$ cat src/rtl/rf_pkg.sv
// Shared widths and state encoding for the register-file write-port controller.
// REGFILE_CLEAR_EN (see regfile_wport_arbiter) selects the post-reset clear sequence.
package rf_pkg;

    localparam int unsigned XLEN     = 64;
    localparam int unsigned AW       = 5;
    localparam int unsigned NUM_REGS = 2 ** AW;

    typedef enum logic {
        INIT = 1'b0,
        RUN  = 1'b1
    } state_e;

    // Index width for an n-entry requester vector, never narrower than one bit.
    function automatic int unsigned idx_w(input int unsigned n);
        return (n > 1) ? $clog2(n) : 1;
    endfunction

endpackage

$ cat src/rtl/regfile_wport_arbiter_rr_arbiter.sv
// Combinational round-robin arbiter: first asserted request at or above ptr,
// searching upward modulo NUM_REQ, gets a one-hot grant and its index.
module rr_arbiter
    import rf_pkg::*;
#(
    parameter int unsigned NUM_REQ = 3
) (
    input  logic [NUM_REQ-1:0]          req,
    input  logic [idx_w(NUM_REQ)-1:0]   ptr,
    output logic [NUM_REQ-1:0]          grant,
    output logic [idx_w(NUM_REQ)-1:0]   grant_idx,
    output logic                        grant_valid
);

    localparam int unsigned IW = idx_w(NUM_REQ);

    logic [IW:0] cand;

    always_comb begin
        grant       = '0;
        grant_idx   = '0;
        grant_valid = 1'b0;
        cand        = '0;
        for (int unsigned k = 0; k < NUM_REQ; k++) begin
            // ptr < NUM_REQ, so one conditional subtract performs the modulo.
            cand = {1'b0, ptr} + (IW + 1)'(k);
            if (cand >= (IW + 1)'(NUM_REQ)) begin
                cand = cand - (IW + 1)'(NUM_REQ);
            end
            if (!grant_valid && req[IW'(cand)]) begin
                grant_valid       = 1'b1;
                grant_idx         = IW'(cand);
                grant[IW'(cand)]  = 1'b1;
            end
        end
    end

endmodule

$ cat src/rtl/regfile_wport_arbiter.sv
// Single write port of the 32 x XLEN register file shared by NUM_REQ writeback
// requesters. Define REGFILE_CLEAR_EN to zero every register after reset.
module regfile_wport_arbiter
    import rf_pkg::*;
#(
    parameter int unsigned NUM_REQ = 3
) (
    input  logic                     clk,
    input  logic                     rst,
    input  logic [NUM_REQ-1:0]       req_valid,
    output logic [NUM_REQ-1:0]       req_ready,
    input  logic [NUM_REQ*AW-1:0]    req_addr,
    input  logic [NUM_REQ*XLEN-1:0]  req_data,
    output logic                     rf_write_enable,
    output logic [AW-1:0]            rf_waddr,
    output logic [XLEN-1:0]          rf_wdata,
    output logic                     init_busy
);

    localparam int unsigned IW = idx_w(NUM_REQ);

    logic [IW-1:0]       rr_ptr_q;
    logic [IW-1:0]       rr_ptr_nxt;
    logic [NUM_REQ-1:0]  grant;
    logic [IW-1:0]       grant_idx;
    logic                grant_valid;
    logic                run_c;
    logic                xfer;
    logic [AW-1:0]       sel_addr;
    logic [XLEN-1:0]     sel_data;

`ifdef REGFILE_CLEAR_EN
    state_e          state_q;
    logic [AW-1:0]   clr_cnt_q;
    logic            init_busy_q;

    assign run_c     = (state_q == RUN);
    assign init_busy = init_busy_q;
`else
    assign run_c     = 1'b1;
    assign init_busy = 1'b0;
`endif

    rr_arbiter #(
        .NUM_REQ     (NUM_REQ)
    ) u_rr_arbiter (
        .req         (req_valid),
        .ptr         (rr_ptr_q),
        .grant       (grant),
        .grant_idx   (grant_idx),
        .grant_valid (grant_valid)
    );

    // Ready is the only combinational output; nothing from req_* reaches rf_*.
    assign req_ready  = run_c ? grant : '0;
    assign xfer       = run_c & grant_valid;
    assign rr_ptr_nxt = (grant_idx == IW'(NUM_REQ - 1)) ? '0 : grant_idx + IW'(1);

    // Payload of the granted requester.
    always_comb begin
        sel_addr = '0;
        sel_data = '0;
        for (int i = 0; i < int'(NUM_REQ); i++) begin
            if (grant[i]) begin
                sel_addr = req_addr[i*AW +: AW];
                sel_data = req_data[i*XLEN +: XLEN];
            end
        end
    end

    // FSM, round-robin pointer and registered write port.
    always_ff @(posedge clk) begin
        if (!rst) begin
            rf_write_enable <= 1'b0;
            rf_waddr        <= '0;
            rf_wdata        <= '0;
            rr_ptr_q        <= '0;
`ifdef REGFILE_CLEAR_EN
            state_q         <= INIT;
            clr_cnt_q       <= '0;
            init_busy_q     <= 1'b1;
`endif
        end else begin
`ifdef REGFILE_CLEAR_EN
            if (state_q == INIT) begin
                rf_write_enable <= 1'b1;
                rf_waddr        <= clr_cnt_q;
                rf_wdata        <= '0;
                if (clr_cnt_q == AW'(NUM_REGS - 1)) begin
                    state_q     <= RUN;
                    init_busy_q <= 1'b0;
                end else begin
                    clr_cnt_q   <= clr_cnt_q + AW'(1);
                end
            end else
`endif
            if (xfer) begin
                // x0 is hardwired zero: accept the write but never enable it.
                rf_write_enable <= (sel_addr != '0);
                rf_waddr        <= sel_addr;
                rf_wdata        <= sel_data;
                rr_ptr_q        <= rr_ptr_nxt;
            end else begin
                rf_write_enable <= 1'b0;
            end
        end
    end

endmodule
$ cat config.mk
export PLATFORM = sky130hd
export DESIGN_NAME = regfile_wport_arbiter
export DESIGN_NICKNAME = d
export VERILOG_FILES = /design/src/rtl/rf_pkg.sv /design/src/rtl/regfile_wport_arbiter_rr_arbiter.sv /design/src/rtl/regfile_wport_arbiter.sv
export SDC_FILE = /design/constraint.sdc
export NUM_CORES = 1
export LEC_CHECK = 0
export CORE_MARGIN = 3
export CORE_UTILIZATION = 30
export DETAILED_ROUTE_END_ITERATION = 8
export GPL_TIMING_DRIVEN = 0
export MAX_ROUTING_LAYER = met4
export PLACE_DENSITY = 0.7
export SLEW_MARGIN = 20
export SYNTH_ARGS = -nofsm -noshare
export SYNTH_HDL_FRONTEND = slang
export SYNTH_SLANG_ARGS = --single-unit
$ cat constraint.sdc
create_clock -name clk -period 3.6 [get_ports clk]
set_input_delay 0.54 -clock clk [delete_from_list [all_inputs] [get_ports clk]]
set_output_delay 0.54 -clock clk [all_outputs]
set_load 0.05 [all_outputs]
==> impl_metrics.toml, run 1 <==
[status]
status = "finished, final reports clean"

[critical_path]
crit_chain = "inv_1, ha_1, buf_2, mux2i_1, o21ai_1, a21oi_1, a21o_2, inv_2, buf_6, buf_2, clkbuf_4"
critical_path_buf_inv_count = 6
cp_data_arrival_time_ps = 2840
cp_data_required_time_ps = 3060
slowest_stage = "dfxtp_1"
cpMostUsedCell = "buf_2"
cpLargestDelayFamily = "buffers and inverters"
critPathKind = "reg -> out"
end_kind = "output pin"
cp-start-kind = "register"
cp_max_fo = 10
critPathMaxStageDelay_ps = 390

[yosys]
postSynthCellCount = 525
synth_cell_types = 45
synth_area_per_cell_um2 = 8.06
syn_nets = 741
yosys_warnings = 0
synth_edf_count = 0
ys_seq_area_frac = 0.340
yosys_register_bits = 72
synth_ff_type = "dfxtp_1"
synthArstFlopShare = 0
syn_area_um2 = 4230

[global_routing]
grt_max_degree = 13
use_met1 = 0.269
overflow = 0
grt_pass1_vias = 5494
grt_use_total = 0.239
met3_usage = 0.0626
top_usage_layer = "met2"
grt_antenna_before_repair = 2
grt_pass1_wl_mm = 29.2
grtUsageMet2 = 0.413

[route]
drc_errors = 0
vias = 5272
drt-pass1-iter-count = 4
viasPerCell = 5.26
wire_per_inst_um = 18.6
antenna_left = 0
drt-initial-drc-count = 311
routed_wl_mm = 18.7

[min_path]
hold_class = "reg -> reg"

[layout]
final_nets = 1035
layout-drive-gt1-share = 0.0801
final-seq-area_um2 = 1440
multi_input_area_um2 = 2470
syn_to_final_growth_pct = 80.1
nFillCells = 1223
fin_util = 0.565

[power_and_ir_drop]
internal_power_mw = 4.06
ir_drop_mv = 0.549
leakagePower_nw = 2.90
clockPowerShare = 0.128
p_per_area_nw_per_um2 = 1080
p_total_mw = 8.23
switchingPower_mw = 4.18
p_seq_frac = 0.175
comb_power_share = 0.697
p_sw_frac = 0.507

[clock_tree]
cts_tree = "yes"
htreeDepth = 3
clkLatencyLatePin_ps = 340
clock_sinks = 72
root_buffer = "clkbuf_16"
clkTransAtPathRegs_ps = 60
cts_hold_buffers = 0
ctsLongestPathBuffers = 2
cts_made_buffers = 9

[placed_design]
gp_congestion = 0.935
dp_hpwl_mm = 14.3
post-place-ws_ps = -273
port_buffers = 283

[timing]
fin_crit_ps = 3380
fin_worst_skew_ps = 6.06
finalCritPeriodShare = 0.938
hold_viol = 0
rsz0062_at_grt = "no"
setup_violations = 0
fmax_mhz = 296
maxSlewHeadroom = 0.568
tns_ps = 0
worst_hold_slack_ps = 454
worst_pin_slew_ps = 648
timing.final.ws_setup_ps = 223
final_max_slew_viol_count = 0

[floorplan]
die_area_um2 = 15600
die_height_um = 125
start_util = 0.314
fp-row-count = 42
core_area_um2 = 13500
die_width_um = 125
io_pins = 286

[flow_run]
cap_violations = 0
## power by group through the flow
stage	logic [mW]	clock network, mW	registers, mW
after CTS	5.78	1.07	1.44
after floorplan	2.57	0	2.79
after global routing	6.15	1.11	1.48
final	5.74	1.05	1.44
after detailed placement	5.76	0	1.44
after global placement	5.71	0	1.43
## Yosys cell counts (2+ instances only)
master,count,share of area
nand2_1,73,0.065
dfxtp_1,72,0.34
a21oi_1,69,0.082
nand3_1,66,0.078
o21a_1,66,0.12
a22o_1,64,0.13
buf_2,27,0.032
clkbuf_1,16,0.014
buf_6,6,0.016
buf_4,5,0.0089
nor2_1,5,0.0044
ha_1,4,0.012
inv_1,4,0.0035
a21boi_1,3,0.0053
and2_1,3,0.0044
nor2b_1,3,0.0044
o2bb2ai_1,3,0.0062
a311oi_1,2,0.0041
inv_2,2,0.0018
mux2i_1,2,0.0047
nand2b_1,2,0.0030
nand3b_1,2,0.0035
o21ai_0,2,0.0024
o21ai_1,2,0.0024
o221a_2,2,0.0053
## sequential cells by signal, indices dropped and copies added (netlist names)
name	flops
rr_ptr_q	2
rf_waddr	5
rf_wdata	64
rf_write_enable	1
## path summary, 6_finish.rpt
check,startpoint,endpoint,slack (ps),cells after the start
hold / removal,rf_waddr[0],rf_waddr[0],450,2
hold reg to reg,rf_waddr[0],rf_waddr[0],450,2
setup reg to reg,rr_ptr_q[0],rf_wdata[46],700,11
setup / recovery,rr_ptr_q[0],req_ready[2],220,11
## through the flow
step	instance area [um^2]	std cells
floorplan	4230	525
detailed placement	7290	984
CTS	7630	1000
finish	7630	1002
global placement	7290	984
global route	7630	1002
## layout by cell type (no fill, tap or decap), types with 2 or more instances in the layout
cell / n
o21ai_1: 2
clkbuf_1: 17
clkbuf_16: 9
ha_1: 4
a311oi_1: 2
buf_2: 27
inv_2: 2
mux2i_1: 2
clkdlybuf4s50_1: 280
nand2_1: 73
a21oi_1: 69
buf_6: 6
o21a_1: 66
buf_4: 5
a21boi_1: 3
dfxtp_1: 72
a22o_1: 64
diode_2: 2
nand3b_1: 2
and2_1: 3
o21ai_0: 2
bufinv_16: 3
o221a_2: 2
clkbuf_2: 2
nor2b_1: 3
inv_1: 4
nor2_1: 5
nand2b_1: 2
o2bb2ai_1: 3
nand3_1: 66
## layer usage
metal	vias up	wire length [um]
met5	-	0
met1	2484	7520
met3	34	1390
met4	0	335
li1	2517	-
met2	237	9440
## cell type report
type / count / area share
repair buffers: 283 / 0.370
multi-input cells: 392 / 0.323
flip-flops and latches: 72 / 0.189
plain buffers: 55 / 0.0399
clock buffers: 11 / 0.0318
well taps: 176 / 0.0289
clock inverters: 5 / 0.0136
inverters: 6 / 0.00295
diodes: 2 / 0.000656
## cells by family (layout without fill, tap and decap cells)
logic type | after synthesis | in the layout | share of synthesized area
compound gates | 225 | 225 | 0.385
simple gates | 159 | 159 | 0.176
flops | 72 | 72 | 0.340
buf+inv | 61 | 360 | 0.0771
fa+ha+maj | 4 | 4 | 0.0118
mux | 3 | 3 | 0.00798
other cells | 1 | 3 | 0.000886
## tightest hold or removal path, cell delays in order, from the launching register on
cell and delay (ps):
dfxtp_1 300, nand2_1 50, a21boi_1 50
## what timing repair did
| action | 4_1_cts | 5_1_grt |
|---|---|---|
| gates resized for setup | 5 | 7 |
| gates cloned | 0 | 0 |
| setup endpoints to repair | 3 | 3 |
| buffers inserted | 0 | 0 |
Note: power is estimated with default switching activity, not from simulation.
==> inputs of run 2 (changes only) <==
CORE_ASPECT_RATIO = 1.2   (was not set)
PLACE_DENSITY = not set   (was 0.7)
PLACE_DENSITY_LB_ADDON = 0.15   (was not set)
clock period = 3 ns   (was 3.6 ns; I/O delays follow)
==> run 2 against run 1 <==
Combinational power increased by 22%. Largest power group unchanged. Global-route usage down 0.31 points. Sequential power increased by 19%. Routed wire length is 0.31% higher. Critical path type unchanged. Critical endpoint unchanged. Critical path depth fell by 1. Sequential share of layout area shrank 0.080 points. Highest routed layer unchanged. Die area about the same. Register-to-register slack lost 560 ps.
==> impl_metrics.toml, run 2 (synthesis results as in run 1) <==
[critical_path]
reg2reg_slack_ps = 140
startpoint = "rr_ptr_q[0]"
rr_startpoint = "rr_ptr_q[0]"
crit_end = "req_ready[2]"
worstRegToRegCells = 12
cp_max_fo = 19
reg2reg_to = "rf_wdata[48]"
end_kind = "output pin"
cp-start-kind = "register"
critPathKind = "reg -> out"
cp_data_arrival_time_ps = 2470
cp_data_required_time_ps = 2550

[route]
drc_errors = 0
drt-initial-drc-count = 267
drt-pass1-iter-count = 4
vias = 5230
viasPerCell = 5.27
routed_wl_mm = 18.7
wire_per_inst_um = 18.9
antenna_left = 0

[floorplan]
start_util = 0.313
die_area_um2 = 15600
core_area_um2 = 13500
die_width_um = 114
fp-row-count = 46
io_pins = 286
die_height_um = 136

[timing]
setup_violations = 0
worst_pin_slew_ps = 662
maxSlewHeadroom = 0.558
rsz0062_at_grt = "yes"
hold_viol = 0
worst_hold_slack_ps = 457
timing.final.ws_setup_ps = 82.8
fin_worst_skew_ps = 6.29
final_max_slew_viol_count = 0
finalCritPeriodShare = 0.972
fmax_mhz = 343
fin_crit_ps = 2920

[clock_tree]
ctsLongestPathBuffers = 2
clkLatencyLatePin_ps = 340
clkTransAtPathRegs_ps = 60
root_buffer = "clkbuf_16"
cts_made_buffers = 9
cts_tree = "yes"
cts_hold_buffers = 0
clock_sinks = 72
htreeDepth = 3

[placed_design]
gp_congestion = 0.887
port_buffers = 283
post-place-ws_ps = -697
dp_hpwl_mm = 14.4
dp_cells = 976

[global_routing]
overflow = 0
grt_pass1_vias = 5338
grt_pass1_wl_mm = 27.9
grt_max_degree = 20
grt_use_total = 0.236
grt_antenna_before_repair = 0

[layout]
largest-register = "rf_wdata"
antenna_cells = 0
syn_to_final_growth_pct = 80.9
final_nets = 1035
layout_commonest_cell = "clkdlybuf4s50_1"
nFillCells = 1277
largest_register_ffs = 64
top_regs = "rf_wdata (64), rf_waddr (5), rr_ptr_q (2)"
fin_util = 0.566
layout-drive-gt1-share = 0.0789
final_cell_mix = "280 x clkdlybuf4s50_1, 73 x nand2_1, 72 x dfxtp_1, 69 x a21oi_1"
finalNonFillerCells = 992

[power_and_ir_drop]
p_per_area_nw_per_um2 = 1310
ir_drop_mv = 0.631
leakagePower_nw = 2.91

[status]
status = "finished, final reports clean"

[min_path]
hold_class = "reg -> reg"

[flow_run]
cap_violations = 0
run 2: power breakdown:
group | total (mW) | switching (mW) | internal [mW]
clock | 1.32 | 0.421 | 0.899
sequential | 1.72 | 0.268 | 1.45
combinational | 6.99 | 4.35 | 2.64
run 2: worst min path at each step:
| stage | cells past startpoint | slack (ps) | startpoint | end |
|---|---|---|---|---|
| final | 2 | 460 | rf_waddr[4] | rf_waddr[4] |
| after global routing | 2 | 480 | rf_waddr[4] | rf_waddr[4] |
| after CTS | 2 | 460 | rf_waddr[4] | rf_waddr[4] |
| after detailed placement | 2 | 450 | rf_waddr[4] | rf_waddr[4] |
| after global placement | 2 | 450 | rf_waddr[0] | rf_waddr[0] |
| after floorplan | 2 | 480 | rr_ptr_q[1] | rr_ptr_q[1] |
run 2: area by class of cell:
cell class	instances	area (um^2)	share of cell area
clock buffer	11	233	0.0304
clock inverter	5	129	0.0168
tap	168	210	0.0274
multi-input combinational	392	2470	0.322
sequential	72	1440	0.188
inverter	6	30.0	0.00392
timing repair buffer	285	2840	0.371
buffer	53	305	0.0399
run 2: layer usage:
layer / wire [um] / share of wire / GRT usage / vias to the layer above
met2: 9270 / 0.49 / 0.399 / 230
met1: 7410 / 0.40 / 0.265 / 2446
met4: 631 / 0.034 / 0.0977 / 0
li1: - / - / - / 2511
met5: 0 / 0 / - / -
met3: 1430 / 0.076 / 0.0583 / 43
run 2: worst max-delay path: stages (launching register included):
cell	delay (ps)
dfxtp_1	380
inv_1	90
ha_1	290
buf_2	170
mux2i_1	150
o21ai_1	200
a21oi_1	100
a21o_2	270
inv_4	140
buf_12	180
buf_6	170
run 2: stage by stage:
step           instance area (um^2)  TNS (ps)  power [mW]
2_1_floorplan                  4230         0        6.43
3_3_place_gp                   7280     -1620        8.59
3_5_place_dp                   7280     -1720        8.66
4_1_cts                        7650         0        10.1
5_1_grt                        7660     -23.4        10.6
6_report                       7660         0        10.0
run 2: repair_timing:
action / CTS / global route
setup endpoints to repair: 3 / 2
buffers inserted: 2 / 0
hold endpoints to repair: 0 / 0
pin swaps: 2 / 1
gates resized for setup: 23 / 2
==> inputs of run 3 (changes only) <==
CTS_BUF_LIST = sky130_fd_sc_hd__clkbuf_2   (was not set)
SLEW_MARGIN = not set   (was 20)
==> run 3 against run 2 <==
Sequential cell count is the same. Routed wire length grew 1.3%. Combinational power grew 3.6%. Utilization shrank 0.25 points. First-iteration DRC count is the same. Non-clock buffer count grew 8. Sequential share of layout area grew 0.15 points. Final cell count grew 0.91%. Critical endpoint is now req_ready[0]. Highest routed layer unchanged.
==> impl_metrics.toml, run 3 (synthesis results as in run 1) <==
[layout]
syn_to_final_growth_pct = 80.1
finalInstanceArea_um2 = 7620
final-seq-area_um2 = 1450
nFillCells = 1280
largest_register_ffs = 64
layout_commonest_cell = "clkdlybuf4s50_1"
largest-register = "rf_wdata"
multi_input_area_um2 = 2510
top_regs = "rf_wdata (64), rf_waddr (5), rr_ptr_q (2)"
final_nets = 1043
final_cell_mix = "280 x clkdlybuf4s50_1, 73 x nand2_1, 70 x dfxtp_1, 69 x a21oi_1"
layout-drive-gt1-share = 0.0974
fin_util = 0.564

[timing]
setup_violations = 0
worst_pin_slew_ps = 633
hold_viol = 0
fin_crit_ps = 2920
fin_worst_skew_ps = 29.4
fmax_mhz = 343
final_max_slew_viol_count = 0
timing.final.ws_setup_ps = 82.7
finalCritPeriodShare = 0.972
worst_hold_slack_ps = 445
maxSlewHeadroom = 0.578

[route]
vias = 5294
drt-initial-drc-count = 267
routed_wl_mm = 19.0
drt-pass1-iter-count = 5
viasPerCell = 5.29
drc_errors = 0
antenna_left = 0
wire_per_inst_um = 19.0

[critical_path]
reg2reg_slack_ps = 190
rr_startpoint = "rr_ptr_q[0]"
reg2reg_to = "rf_wdata[48]"
cp_max_fo = 10
worstRegToRegCells = 12
critPathKind = "reg -> out"
cp-start-kind = "register"
cp_data_arrival_time_ps = 2470
end_kind = "output pin"
cp_data_required_time_ps = 2550

[power_and_ir_drop]
ir_drop_mv = 0.667
p_per_area_nw_per_um2 = 1280
leakagePower_nw = 2.90

[placed_design]
post-place-ws_ps = -697
dp_hpwl_mm = 14.4
gp_congestion = 0.887
port_buffers = 283
dpl_cell_area_um2 = 7280

[floorplan]
die_height_um = 136
die_area_um2 = 15600
die_width_um = 114
core_area_um2 = 13500
io_pins = 286
fp-row-count = 46
start_util = 0.313

[global_routing]
overflow = 0
grt_pass1_wl_mm = 28.1
grt_max_degree = 19
grt_antenna_before_repair = 1
grt_use_total = 0.238
grt_pass1_vias = 5342

[min_path]
hold_start = "rst"
hold_class = "in -> reg"
min_to = "rf_write_enable"
hold_depth = 3

[clock_tree]
cts_tree = "yes"
cts_hold_buffers = 0
cts_made_buffers = 9
ctsLongestPathBuffers = 2
htreeDepth = 3
clkLatencyLatePin_ps = 530
clkTransAtPathRegs_ps = 210
root_buffer = "clkbuf_2"
clock_sinks = 72

[status]
status = "finished, final reports clean"

[flow_run]
cap_violations = 0
## run 3: cell types whose count changed in the layout (fill, tap and decap cells not counted), sizes merged
cell   previous run  this run
buf              42        50
diode             0         1
## run 3: timing repair
item | 4_1_cts | 5_1_grt
pin swaps | 6 | 2
setup buffers | 8 | 3
endpoints found under the setup margin | 3 | 4
resized for setup | 35 | 8
## run 3: worst max path at each step
stage | slack [ps] | startpoint | cells past startpoint | to
global placement | -670 | req_valid[1] | 9 | req_ready[2]
detailed placement | -700 | req_valid[1] | 9 | req_ready[2]
global route | -9 | rr_ptr_q[1] | 9 | req_ready[0]
floorplan | 570 | rr_ptr_q[0] | 10 | req_ready[2]
CTS | -2 | rr_ptr_q[0] | 9 | req_ready[0]
finish | 80 | rr_ptr_q[0] | 9 | req_ready[0]
## run 3: through the flow
stage                     setup TNS (ps)  cells  power [mW]
after floorplan                        0    525        6.43
after global placement             -1620    976        8.59
after detailed placement           -1720    976        8.66
after CTS                          -2.17    998        9.72
after global routing               -14.9   1001        10.4
final                                  0   1001        9.78
## run 3: metal layers
metal  global-route usage  part of all wire  up-vias
met2                0.403              0.50      244
met3               0.0570             0.080       38
met4               0.0891             0.030        0
met5                    -                 0        -
li1                     -                 -     2526
met1                0.272              0.39     2486
## run 3: final cells by class
class,instances,area share
multi-input cells,392,0.330
diodes,1,0.000328
clock inverters,5,0.0169
clock buffers,11,0.00722
well taps,168,0.0276
inverters,6,0.00427
flip-flops and latches,72,0.190
plain buffers,52,0.0404
repair buffers,294,0.384
## run 3: worst max-delay path, stage by stage, from the launching register on
cell and delay (ps):
dfxtp_2 370, buf_4 130, ha_1 190, buf_6 140
mux2i_4 190, o22a_4 280, buf_4 150, a31oi_4 180
buf_6 170, buf_8 150
## run 3: power breakdown
part / total, mW / internal, mW / leakage [nW] / switching, mW
registers: 1.71 / 1.45 / 0.596 / 0.268
clock network: 0.826 / 0.452 / 0.106 / 0.375
logic: 7.24 / 2.80 / 2.20 / 4.43
